--- src/rtl/if_stage.sv ---
`timescale 1ns/1ps
// if_stage: instruction-fetch stage of the 5-stage MIPS32 pipeline.
// Owns the PC, the instruction-memory request handshake, a one-word hold
// buffer for words that arrive while ID is stalled, the IF/ID pipeline
// register and a saturating stall-cycle counter for performance debug.
module if_stage #(
   parameter logic [31:0] RESET_PC = 32'h0000_0000
) (
   input  logic        clock,
   input  logic        reset,
   input  logic        PCWrite,
   input  logic        IFID_Write,
   input  logic        PCSrc,
   input  logic [31:0] branch_target,
   output logic        imem_req,
   output logic [31:0] imem_addr,
   input  logic        imem_ready,
   input  logic [31:0] imem_rdata,
   output logic [31:0] PC,
   output logic [31:0] IF_ID_instr,
   output logic [31:0] IF_ID_PCplus4,
   output logic        IF_ID_valid,
   output logic [15:0] stall_cycles
);

   typedef enum logic [1:0] {
      IDLE  = 2'd0,
      FETCH = 2'd1,
      HOLD  = 2'd2
   } fetchStateT;

   // Sequential address of the next instruction; wraps modulo 2^32.
   function automatic logic [31:0] nextWordAddr(input logic [31:0] addr);
      nextWordAddr = addr + 32'd4;
   endfunction

   // Saturating increment used by the performance counter.
   function automatic logic [15:0] satIncr16(input logic [15:0] value);
      if (value == 16'hFFFF) begin
         satIncr16 = value;
      end else begin
         satIncr16 = value + 16'd1;
      end
   endfunction

   fetchStateT  state_r;
   logic        req_r;
   logic [31:0] pc_r;
   logic [31:0] ifidInstr_r;
   logic [31:0] ifidPcPlus4_r;
   logic        ifidValid_r;
   logic [31:0] holdInstr_r;
   logic [31:0] holdPcPlus4_r;
   logic [15:0] stallCount_r;

   logic        stall_s;
   logic        fetchDone_s;
   logic [31:0] pcPlus4_s;

   // Stall detection may drop either enable; treat either one low as a stall.
   assign stall_s     = !PCWrite || !IFID_Write;
   assign fetchDone_s = req_r && imem_ready;
   assign pcPlus4_s   = nextWordAddr(pc_r);

   // Memory-side outputs come straight from registers: no input-to-output path.
   assign imem_req      = req_r;
   assign imem_addr     = pc_r;
   assign PC            = pc_r;
   assign IF_ID_instr   = ifidInstr_r;
   assign IF_ID_PCplus4 = ifidPcPlus4_r;
   assign IF_ID_valid   = ifidValid_r;
   assign stall_cycles  = stallCount_r;

   // Fetch FSM, PC, hold buffer and IF/ID register; redirect beats stall beats fetch.
   always_ff @(posedge clock or negedge reset) begin
      if (!reset) begin
         state_r       <= IDLE;
         req_r         <= 1'b0;
         pc_r          <= RESET_PC;
         ifidInstr_r   <= 32'h0000_0000;
         ifidPcPlus4_r <= 32'h0000_0000;
         ifidValid_r   <= 1'b0;
         holdInstr_r   <= 32'h0000_0000;
         holdPcPlus4_r <= 32'h0000_0000;
      end else if (PCSrc) begin
         // Taken branch: drop whatever arrives now, flush IF/ID, restart fetch.
         state_r       <= FETCH;
         req_r         <= 1'b1;
         pc_r          <= branch_target;
         ifidInstr_r   <= 32'h0000_0000;
         ifidValid_r   <= 1'b0;
         holdInstr_r   <= 32'h0000_0000;
         holdPcPlus4_r <= 32'h0000_0000;
      end else begin
         case (state_r)
            IDLE: begin
               state_r <= FETCH;
               req_r   <= 1'b1;
            end
            FETCH: begin
               if (fetchDone_s && !stall_s) begin
                  ifidInstr_r   <= imem_rdata;
                  ifidPcPlus4_r <= pcPlus4_s;
                  ifidValid_r   <= 1'b1;
                  pc_r          <= pcPlus4_s;
                  state_r       <= FETCH;
                  req_r         <= 1'b1;
               end else if (fetchDone_s) begin
                  // Word arrived while ID is stalled: park it, stop requesting.
                  holdInstr_r   <= imem_rdata;
                  holdPcPlus4_r <= pcPlus4_s;
                  state_r       <= HOLD;
                  req_r         <= 1'b0;
               end else if (!stall_s) begin
                  // Memory not ready: push a bubble, keep PCplus4 as it was.
                  ifidInstr_r <= 32'h0000_0000;
                  ifidValid_r <= 1'b0;
                  state_r     <= FETCH;
                  req_r       <= 1'b1;
               end else begin
                  state_r <= FETCH;
                  req_r   <= 1'b1;
               end
            end
            HOLD: begin
               if (!stall_s) begin
                  // Buffered word enters IF/ID on the first unstalled edge.
                  ifidInstr_r   <= holdInstr_r;
                  ifidPcPlus4_r <= holdPcPlus4_r;
                  ifidValid_r   <= 1'b1;
                  pc_r          <= pcPlus4_s;
                  holdInstr_r   <= 32'h0000_0000;
                  holdPcPlus4_r <= 32'h0000_0000;
                  state_r       <= FETCH;
                  req_r         <= 1'b1;
               end else begin
                  state_r <= HOLD;
                  req_r   <= 1'b0;
               end
            end
            default: begin
               state_r <= IDLE;
               req_r   <= 1'b0;
            end
         endcase
      end
   end

   // Performance counter: cycles with PCWrite low, including redirect cycles.
   always_ff @(posedge clock or negedge reset) begin
      if (!reset) begin
         stallCount_r <= 16'h0000;
      end else if (!PCWrite) begin
         stallCount_r <= satIncr16(stallCount_r);
      end else begin
         stallCount_r <= stallCount_r;
      end
   end

endmodule

--- config.mk ---
export PLATFORM = sky130hd
export DESIGN_NAME = if_stage
export DESIGN_NICKNAME = d
export VERILOG_FILES = /design/src/rtl/if_stage.sv
export SDC_FILE = /design/constraint.sdc
export NUM_CORES = 1
export LEC_CHECK = 0
export ABC_AREA = 1
export BUFFER_PORTS_ARGS = -buffer_cell sky130_fd_sc_hd__clkbuf_2
export CAP_MARGIN = 20
export CORE_UTILIZATION = 54
export CTS_CLUSTER_SIZE = 40
export DETAILED_ROUTE_END_ITERATION = 6
export GPL_TIMING_DRIVEN = 0
export PLACE_DENSITY = 0.79
export SETUP_SLACK_MARGIN = 0.05
export SLEW_MARGIN = 20
export SYNTH_ARGS = -nofsm -noshare
export SYNTH_HDL_FRONTEND = slang
export SYNTH_SLANG_ARGS = --single-unit
export TNS_END_PERCENT = 20
--- constraint.sdc ---
create_clock -name clock -period 2 [get_ports clock]
set_input_delay 0.6 -clock clock [delete_from_list [all_inputs] [get_ports clock]]
set_output_delay 0.6 -clock clock [all_outputs]
set_load 0.005 [all_outputs]
Yosys cells after proc, flatten, opt, wreduce, memory -nomap -nowiden:

Cells that the tools add are included.

* register bits: 180
* bits in latches: 0
* bits in writable memories: 0
* ROM bits: 0
* bits of input ports: 70
* output and inout port bits: 146
* word-level logic and storage cells: 75
* memories: 0

* add/subtract/negate cells: 2
* multipliers: 0
* div/mod/pow operators: 0
* $lt $le $gt $ge: 0
* equal/unequal tests: 11
* shifts and indexed selects: 0
* mux-type cells: 36
* bitwise gates (word level): 3
* reduce and logical (&&, ||, !) cells: 14

Operator list (number)
* $mux W32: 15
* $pmux W32 S2: 5
* $add A32 B3 Y32 const B: 1
* $add A16 B1 Y16 const B: 1
* $eq A16 B16 Y1 const B: 1
* $ne A3 B3 Y1 const B: 4
* $reduce_and A4 Y1: 3
* $mux W1: 9
* $mux W2: 4
* $ne A4 B4 Y1 const B: 2
* $pmux W2 S3: 1
* $ne A2 B2 Y1 const B: 2
* $logic_not A1 Y1: 3
* $not A1 Y1: 3
* $pmux W1 S3: 1
* $reduce_and A3 Y1: 1
* $reduce_bool A3 Y1: 1
* $eq A2 B1 Y1 const B: 1
* $eq A2 B2 Y1 const B: 1
* $logic_and A1 B1 Y1: 2
* $logic_not A2 Y1: 1
* $pmux W1 S2: 1
* $reduce_and A2 Y1: 1
* $reduce_bool A2 Y1: 1
* $logic_or A1 B1 Y1: 1

Longest topological paths before layout:

Gate-level depths: netlist of the first run.

* depth in word-level cells: 7
* depth in mapped cells: 12
* mapped depth without buffers: 10

Worst setup path before layout of the first run:

Ideal clock, no wire load.

* path kind: register -> register
* start: register state_r[0]
* end: register ifidPcPlus4_r[10] (netlist: IF_ID_PCplus4[10])
* library setup time: 0.122 ns
* arrival time: 1.557 ns
* required time: 1.878 ns
* path slack: 0.322 ns
* stages on the path, launching flop included: 13
* buffers on the path: 3
* clock period less this slack: 1.678 ns
* cell sequence: dfrtp_1 > inv_1 > ha_1 > buf_2 > inv_4 > nor2_2 > nor2_4 > nand2_4 > clkinv_2 > buf_6 > buf_6 > nor2_1 > a21oi_2

* cells in the longest elaborated chain, start to end: 3
* elaborated cells between the ends (all ways): 7
* classes of those cells: 4 x eq/ne; 1 x mux; 2 x reduce/logical

RTL lines
* start, declared: RTL line 46 `fetchStateT state_r;`
* start signal, assigned: RTL line 77 `state_r <= IDLE;`
* start signal, assigned: RTL line 87 `state_r <= FETCH;`
* start signal, assigned: RTL line 97 `state_r <= FETCH;`
* $eq A2 B1 Y1 / $eq A2 B2 Y1 (equally long branches): RTL line 95 `case (state_r)`
* $ne A2 B2 Y1 (no line) / $reduce_bool A2 Y1 (equally long branches)
* $reduce_and A4 Y1 (no line)
* end signal, assigned: RTL line 103 `ifidPcPlus4_r <= pcPlus4_s;`
* end signal, assigned: RTL line 129 `ifidPcPlus4_r <= holdPcPlus4_r;`
* end, declared: RTL line 50 `logic [31:0] ifidPcPlus4_r;`

Parallel ways exist; a longest one is shown, timed or not.
A chain may end at the register's enable or synchronous reset.

Worst setup path after layout of the first run:

* start: register state_r[0]
* end: register holdPcPlus4_r[26]

* cells in the longest elaborated chain, start to end: 3
* elaborated cells between the ends (all ways): 9
* classes of those cells: 5 x eq/ne; 2 x mux; 2 x reduce/logical

RTL lines
* $eq A2 B1 Y1 / $eq A2 B2 Y1 (equally long branches): RTL line 95
* $ne A3 B3 Y1 (no line), or another cell as far along
* $reduce_and A4 Y1 (no line) / $mux W32 (equally long branches)
* end signal, assigned: RTL line 111 `holdPcPlus4_r <= pcPlus4_s;`
* end, declared: RTL line 53 `logic [31:0] holdPcPlus4_r;`

Parallel ways exist; a longest one is shown, timed or not.

==> impl_metrics.ini, run 1 <==
[place]
dp_hpwl_um = 18570
placed_area_um2 = 10560
post-place-ws_ns = -0.1776
gp_congestion = 0.8872
port_buffers = 214

[worst_setup_path]
path_cells = buf_4, ha_1, inv_1, nand3_2, o21ai_1, inv_2, nand2_2, inv_2, nand2_8, buf_4, o21ai_1
startpoint_type = register
reg2reg_depth = 11
critPathKind = reg -> reg
crit_fanout = 10
slowest_stage = dfrtp_1
arrival_ns = 2.19
required_ns = 2.30
cpPeakStageDelay_ns = 0.40
critPathCaptureType = register

[synth]
synth_edf_count = 0
ys_types = 42
syn-num-nets = 1221
ys_ff_latch = 180
synthCells = 1145
syn_area_um2 = 9175
ys.flop_type = dfrtp_1
yosys_warnings = 0
syn-mean-instance-area_um2 = 8.013
synth_async_sr_flop_share = 1.000
synth_seq_area_share = 0.4909

[drt]
wl_per_cell_um = 15.73
drt_iter0_drc = 569
ant_nets = 0
vias = 8651
vias_per_cell = 5.350
first_pass_iters = 5
wl_um = 25430
drc = 0

[sta]
whs_ns = 0.2216
min_period_ns = 1.892
timing.final.crit_share = 0.9461
rsz0062_at_grt = yes
fin_worst_skew_ns = 0.006788
slew_violations = 0
worst_slack_ns = 0.1078
slew-limit-headroom = 0.5054
finalSetupTns_ns = 0
worst_pin_slew_ns = 0.7418
setup_violations = 0
fmax_mhz = 528.5
finalHoldViolCount = 0

[clock_tree]
cts.sinks = 180
ctsHtreeMaxLevel = 4
clockBufferDepth = 2
clkLatencyLatePin_ns = 0.43
path_clk_slew_ns = 0.07
root_buffer = clkbuf_16
ctsHoldBuffers = 0
cts_tree = done
tritoncts.num_buffers = 17

[worst_hold_path]
hp-class = in -> async

[run_status]
status = finished, final reports clean

[power_and_ir_drop]
power_density_nw_per_um2 = 1232
leakage_nw = 5.651
ir_worst_vdd_mv = 0.7642
clock_power_share = 0.239
power_frac_comb = 0.350
p_sw_mw = 5.258
power_mw = 13.92
power_frac_seq = 0.411
intPower_mw = 8.666
p_sw_frac = 0.3776

[floorplanning]
core_area_um2 = 16580
fp.dieW_um = 132.4
die_h_um = 132.4
fp.dieArea_um2 = 17520
initial_utilization = 0.5533
rows = 47
io_pins = 216

[finish]
fillCellCount = 1400
nNetsFinal = 1460
final_cell_area_um2 = 11300
layout-drive-gt1-share = 0.2742
antenna_cells = 0
syn2layout_area_growth_pct = 23.17

[global_routing]
grt.total_usage = 0.2912
grt_max_degree = 94
grt_pass1_vias = 8032
grt.overflow.total = 0
grt_first_pass_wirelength_um = 40280
antenna_found_initial = 0

[run]
max-cap-violations = 0
-- state kept, by name (all words and copies together) (netlist names) --
register,flops
PC,32
holdInstr_r,32
imem_req,1
stall_cycles,16
state_r,2
holdPcPlus4_r,32
IF_ID_valid,1
IF_ID_instr,32
IF_ID_PCplus4,32
-- critical path, delay by kind of cell, from the launching register on --
| kind | cells | cell delay [ns] |
|---|---|---|
| flops | 1 | 0.40 |
| buf+inv | 5 | 0.61 |
| fa+ha+maj | 1 | 0.22 |
| compound gates | 2 | 0.22 |
| simple gates | 3 | 0.32 |
-- power by group through the flow --
stage	Sequential (mW)	Clock (mW)	Combinational [mW]
4_1_cts	5.71	3.35	4.75
2_1_floorplan	5.56	0	2.80
3_5_place_dp	5.77	0	4.70
5_1_grt	5.87	3.51	5.40
6_report	5.73	3.32	4.87
3_3_place_gp	5.72	0	4.58
-- repair_timing --
| item | 4_1_cts | 5_1_grt |
|---|---|---|
| buffers inserted | 0 | 3 |
| gates resized for setup | 9 | 62 |
| cloned | 0 | 2 |
| endpoints found under the setup margin | 82 | 163 |
| pin swaps | 0 | 1 |
-- through the flow --
step | utilization | cells
floorplan | - | 1145
global placement | 0.6345 | 1579
detailed placement | 0.6366 | 1580
CTS | 0.6733 | 1612
global route | 0.6815 | 1617
finish | 0.6815 | 1617
-- cell type report --
cell class	count	area, um^2	area share
Sequential cell	180	4508	0.3989
Multi-Input combinational cell	830	3991	0.3532
Timing Repair Buffer	220	1140	0.1009
Buffer	93	638.1	0.05647
Clock buffer	17	425.4	0.03764
Tap cell	220	275.3	0.02436
Inverter	42	166.4	0.01473
Clock inverter	15	156.4	0.01384
-- layout by cell type, fill, tap and decap left out, types with 4 or more instances in the layout --
| cell type | instances |
|---|---|
| nor2_2 | 5 |
| xor2_1 | 16 |
| clkbuf_1 | 16 |
| nand3_1 | 17 |
| dfrtp_1 | 177 |
| o21ai_1 | 40 |
| nor3_1 | 39 |
| nand2_1 | 338 |
| xnor2_1 | 6 |
| o211ai_1 | 4 |
| clkinv_2 | 5 |
| buf_1 | 4 |
| clkbuf_16 | 17 |
| nand2_2 | 11 |
| o21ai_0 | 91 |
| nor2_4 | 4 |
| clkinv_4 | 4 |
| a31oi_1 | 5 |
| clkbuf_2 | 218 |
| inv_1 | 34 |
| buf_6 | 14 |
| buf_4 | 45 |
| nor2_1 | 112 |
| buf_2 | 12 |
| inv_2 | 5 |
| ha_1 | 5 |
| a21oi_1 | 93 |
| inv_6 | 4 |
| nand3b_1 | 7 |
| a21oi_2 | 10 |
-- final timing paths --
| kind | to | slack [ns] | startpoint |
|---|---|---|---|
| worst max-delay path | holdPcPlus4_r[26] | 0.11 | state_r[0] |
| worst min-delay path | stall_cycles[8] | 0.22 | reset |
| worst max register to register | holdPcPlus4_r[26] | 0.11 | state_r[0] |
| worst min register to register | IF_ID_instr[8] | 0.49 | IF_ID_instr[8] |
| max in group asynchronous | holdPcPlus4_r[25] | 0.91 | reset |
| min in group clock | PC[9] | 0.40 | branch_target[9] |
-- cells by family (layout without fill, tap and decap cells) --
kind of cell,after synthesis,count (layout),share of synthesized area
compound gates,251,251,0.1455
xor+xnor,25,25,0.02632
fa+ha+maj,6,6,0.008182
buf+inv,135,387,0.07896
flops,180,180,0.4909
simple gates,548,548,0.2501
-- cell usage after synthesis, types with 4 or more instances --
cell        n  area, um^2
o21ai_1    26       130.1
xnor2_1     6       52.55
buf_6       5       56.30
buf_1       4       15.01
nand2_1   339        1272
nor3_1     39       195.2
nand3b_1    7       52.55
a31oi_1     5       31.28
o21ai_0   105       525.5
o211ai_1    4       30.03
buf_4      37       277.8
inv_2       4       15.01
nor2_1    113       424.2
inv_1      35       131.4
a21oi_2    10       87.58
ha_1        6       75.07
clkbuf_1   21       78.83
nor2_2      5       31.28
nand3_1    18       90.09
nand2_2    11       68.82
xor2_1     16       140.1
buf_2      24       120.1
a21oi_1    93       465.5
dfrtp_1   180        4504
-- routing by layer --
layer  track usage  routed length [um]  share of wire  vias up
li1              -                   -              -     4179
met1        0.3935               10780           0.42     4082
met2        0.4728               12370           0.49      353
met3       0.05421                1755          0.069       37
met4       0.09962                 522          0.021        0
met5             0                   0              0        -
No activity file was read; power rests on OpenSTA's default activity.
==> run 2, diff against run 1 <==
- CORE_UTILIZATION: 54 -> 56
- CTS_BUF_LIST: default -> sky130_fd_sc_hd__clkbuf_4
- PLACE_DENSITY: 0.79 -> 0.82
==> run 2 against run 1 <==
First-iteration DRC count is 21% higher. Cell area is 2.2% lower. Utilization is 1.2 points higher. Non-clock buffer count is 3 higher. Worst hold slack worse by 0.16 ns. Register-to-register slack hardly changed. Worst setup slack worse by 0.057 ns. Routed wire length is 1.5% lower. Count of clock-buffer cells in the layout stayed put. Sequential power hardly changed. Clock power is 37% lower. Critical path depth is 9 lower. Critical endpoint is now imem_addr[17].
==> impl_metrics.ini, run 2 (synthesis results as in run 1) <==
[power_and_ir_drop]
p_sw_frac = 0.3956
power_frac_comb = 0.384
intPower_mw = 7.698
power_mw = 12.74
leakage_nw = 5.514
power_frac_seq = 0.451
ir_worst_vdd_mv = 0.6133
p_sw_mw = 5.039
clock_power_share = 0.165
power_density_nw_per_um2 = 1152

[worst_setup_path]
critPathTopFamily = flip-flops
crit_fanout = 6
path_cells = buf_4, clkbuf_2
path_buf_inv = 2
r2r_end = PC[6]
startpoint_type = register
cpPeakStageDelay_ns = 0.52
arrival_ns = 1.35
r2r_setup_slack_ns = 0.12
reg2reg_depth = 12
critPathCaptureType = output pin
critPathKind = reg -> out
slowest_stage = dfrtp_1
rr_startpoint = state_r[0]
required_ns = 1.40

[worst_hold_path]
hp-class = in -> async

[global_routing]
grt_use_met3 = 0.05248
met1_usage = 0.3894
grt.total_usage = 0.2984
grt.overflow.total = 0
antenna_found_initial = 0
grt_pass1_vias = 7960
grt_max_degree = 96
grtUsageMet2 = 0.4948
busiest_layer = met2
grt_first_pass_wirelength_um = 38670

[sta]
slew_violations = 0
min_period_ns = 1.950
whs_ns = 0.05818
fin_worst_skew_ns = 0.01670
worst_pin_slew_ns = 0.7144
setup_violations = 0
finalHoldViolCount = 0
fmax_mhz = 512.9
slew-limit-headroom = 0.5237
finalSetupTns_ns = 0
rsz0062_at_grt = yes
timing.final.crit_share = 0.9748

[place]
gp_congestion = 0.9078
placed_area_um2 = 10550
port_buffers = 214
dp_hpwl_um = 18470

[finish]
final_cell_area_um2 = 11060
layout_common_cells = nand2_1, clkbuf_2, dfrtp_1, nor2_1, o21ai_0
nNetsFinal = 1463
final_common_cell = nand2_1
fillCellCount = 1322
fin_util = 0.6935
multi_input_area_um2 = 3986
regArea_um2 = 4521
syn2layout_area_growth_pct = 20.51
antenna_cells = 0
layout-drive-gt1-share = 0.2786

[drt]
wl_um = 25040
vias = 8706
first_pass_iters = 5
ant_nets = 0
drc = 0
wl_per_cell_um = 15.50
vias_per_cell = 5.387
drt_iter0_drc = 686

[floorplanning]
die_h_um = 130
rows = 46
fp.dieArea_um2 = 16900
io_pins = 216
core_area_um2 = 15940
fp.dieW_um = 130
initial_utilization = 0.5755

[clock_tree]
cts.sinks = 180
tritoncts.num_buffers = 17
ctsHoldBuffers = 0
cts_tree = done
ctsHtreeMaxLevel = 4
path_clk_slew_ns = 0.14
root_buffer = clkbuf_4
clockBufferDepth = 2
clkLatencyLatePin_ns = 0.58

[run_status]
status = finished, final reports clean

[run]
max-cap-violations = 0
## run 2: cell count changes in the layout (fill, tap and decap cells not counted), sizes merged
cell / delta
inv: -3
clkbuf: +1
buf: +2
clkinvlp: +2
bufinv: +1
## run 2: worst register-to-register path, cell delays in order, from the launching register on
cell,delay (ns)
dfrtp_1,0.40
inv_1,0.07
ha_1,0.20
buf_6,0.13
inv_4,0.09
nand3_2,0.09
o21ai_1,0.12
inv_2,0.09
o21ai_4,0.13
inv_2,0.08
clkbuf_4,0.20
o211ai_1,0.10
o21ai_1,0.09
## run 2: worst max-delay path by stage
stage,startpoint,endpoint,slack [ns],depth (start not counted)
4_1_cts,PC[3],imem_addr[3],0.004,2
2_1_floorplan,state_r[0],IF_ID_PCplus4[10],0.32,12
3_5_place_dp,PCWrite,holdPcPlus4_r[0],-0.16,10
3_3_place_gp,reset,PC[26],-2.96,1
6_report,PC[17],imem_addr[17],0.05,2
5_1_grt,PC[13],imem_addr[13],0.01,2
## run 2: power by group through the flow
stage | Combinational (mW) | Sequential (mW) | Clock, mW
6_report | 4.89 | 5.74 | 2.10
2_1_floorplan | 2.80 | 5.56 | 0
4_1_cts | 4.74 | 5.70 | 2.14
3_3_place_gp | 4.56 | 5.72 | 0
5_1_grt | 5.41 | 5.88 | 2.28
3_5_place_dp | 4.69 | 5.77 | 0
## run 2: final cells by class
type	instances	area share
multi-input cells	830	0.3605
clock inverters	15	0.01482
plain buffers	93	0.05941
inverters	42	0.01505
clock buffers	17	0.01154
repair buffers	223	0.1054
well taps	216	0.02444
flip-flops and latches	180	0.4088
## run 2: layer usage
layer	up-vias	routed length, um
met2	359	12040
met1	4123	10580
met3	42	1807
met4	0	614
li1	4182	-
met5	-	0
## run 2: through the flow
step | setup slack, ns | std cells
6_report | 0.05047 | 1616
3_3_place_gp | -2.961 | 1575
2_1_floorplan | 0.3219 | 1145
3_5_place_dp | -0.1628 | 1576
5_1_grt | 0.01165 | 1616
4_1_cts | 0.004200 | 1608
## run 2: what timing repair did
action                                 CTS  global route
setup endpoints to repair              106           186
pin swaps                                0             1
buffers inserted                         0             7
gates resized for setup                 15            57
cloned                                   0             1
endpoints found under the hold margin    0             0
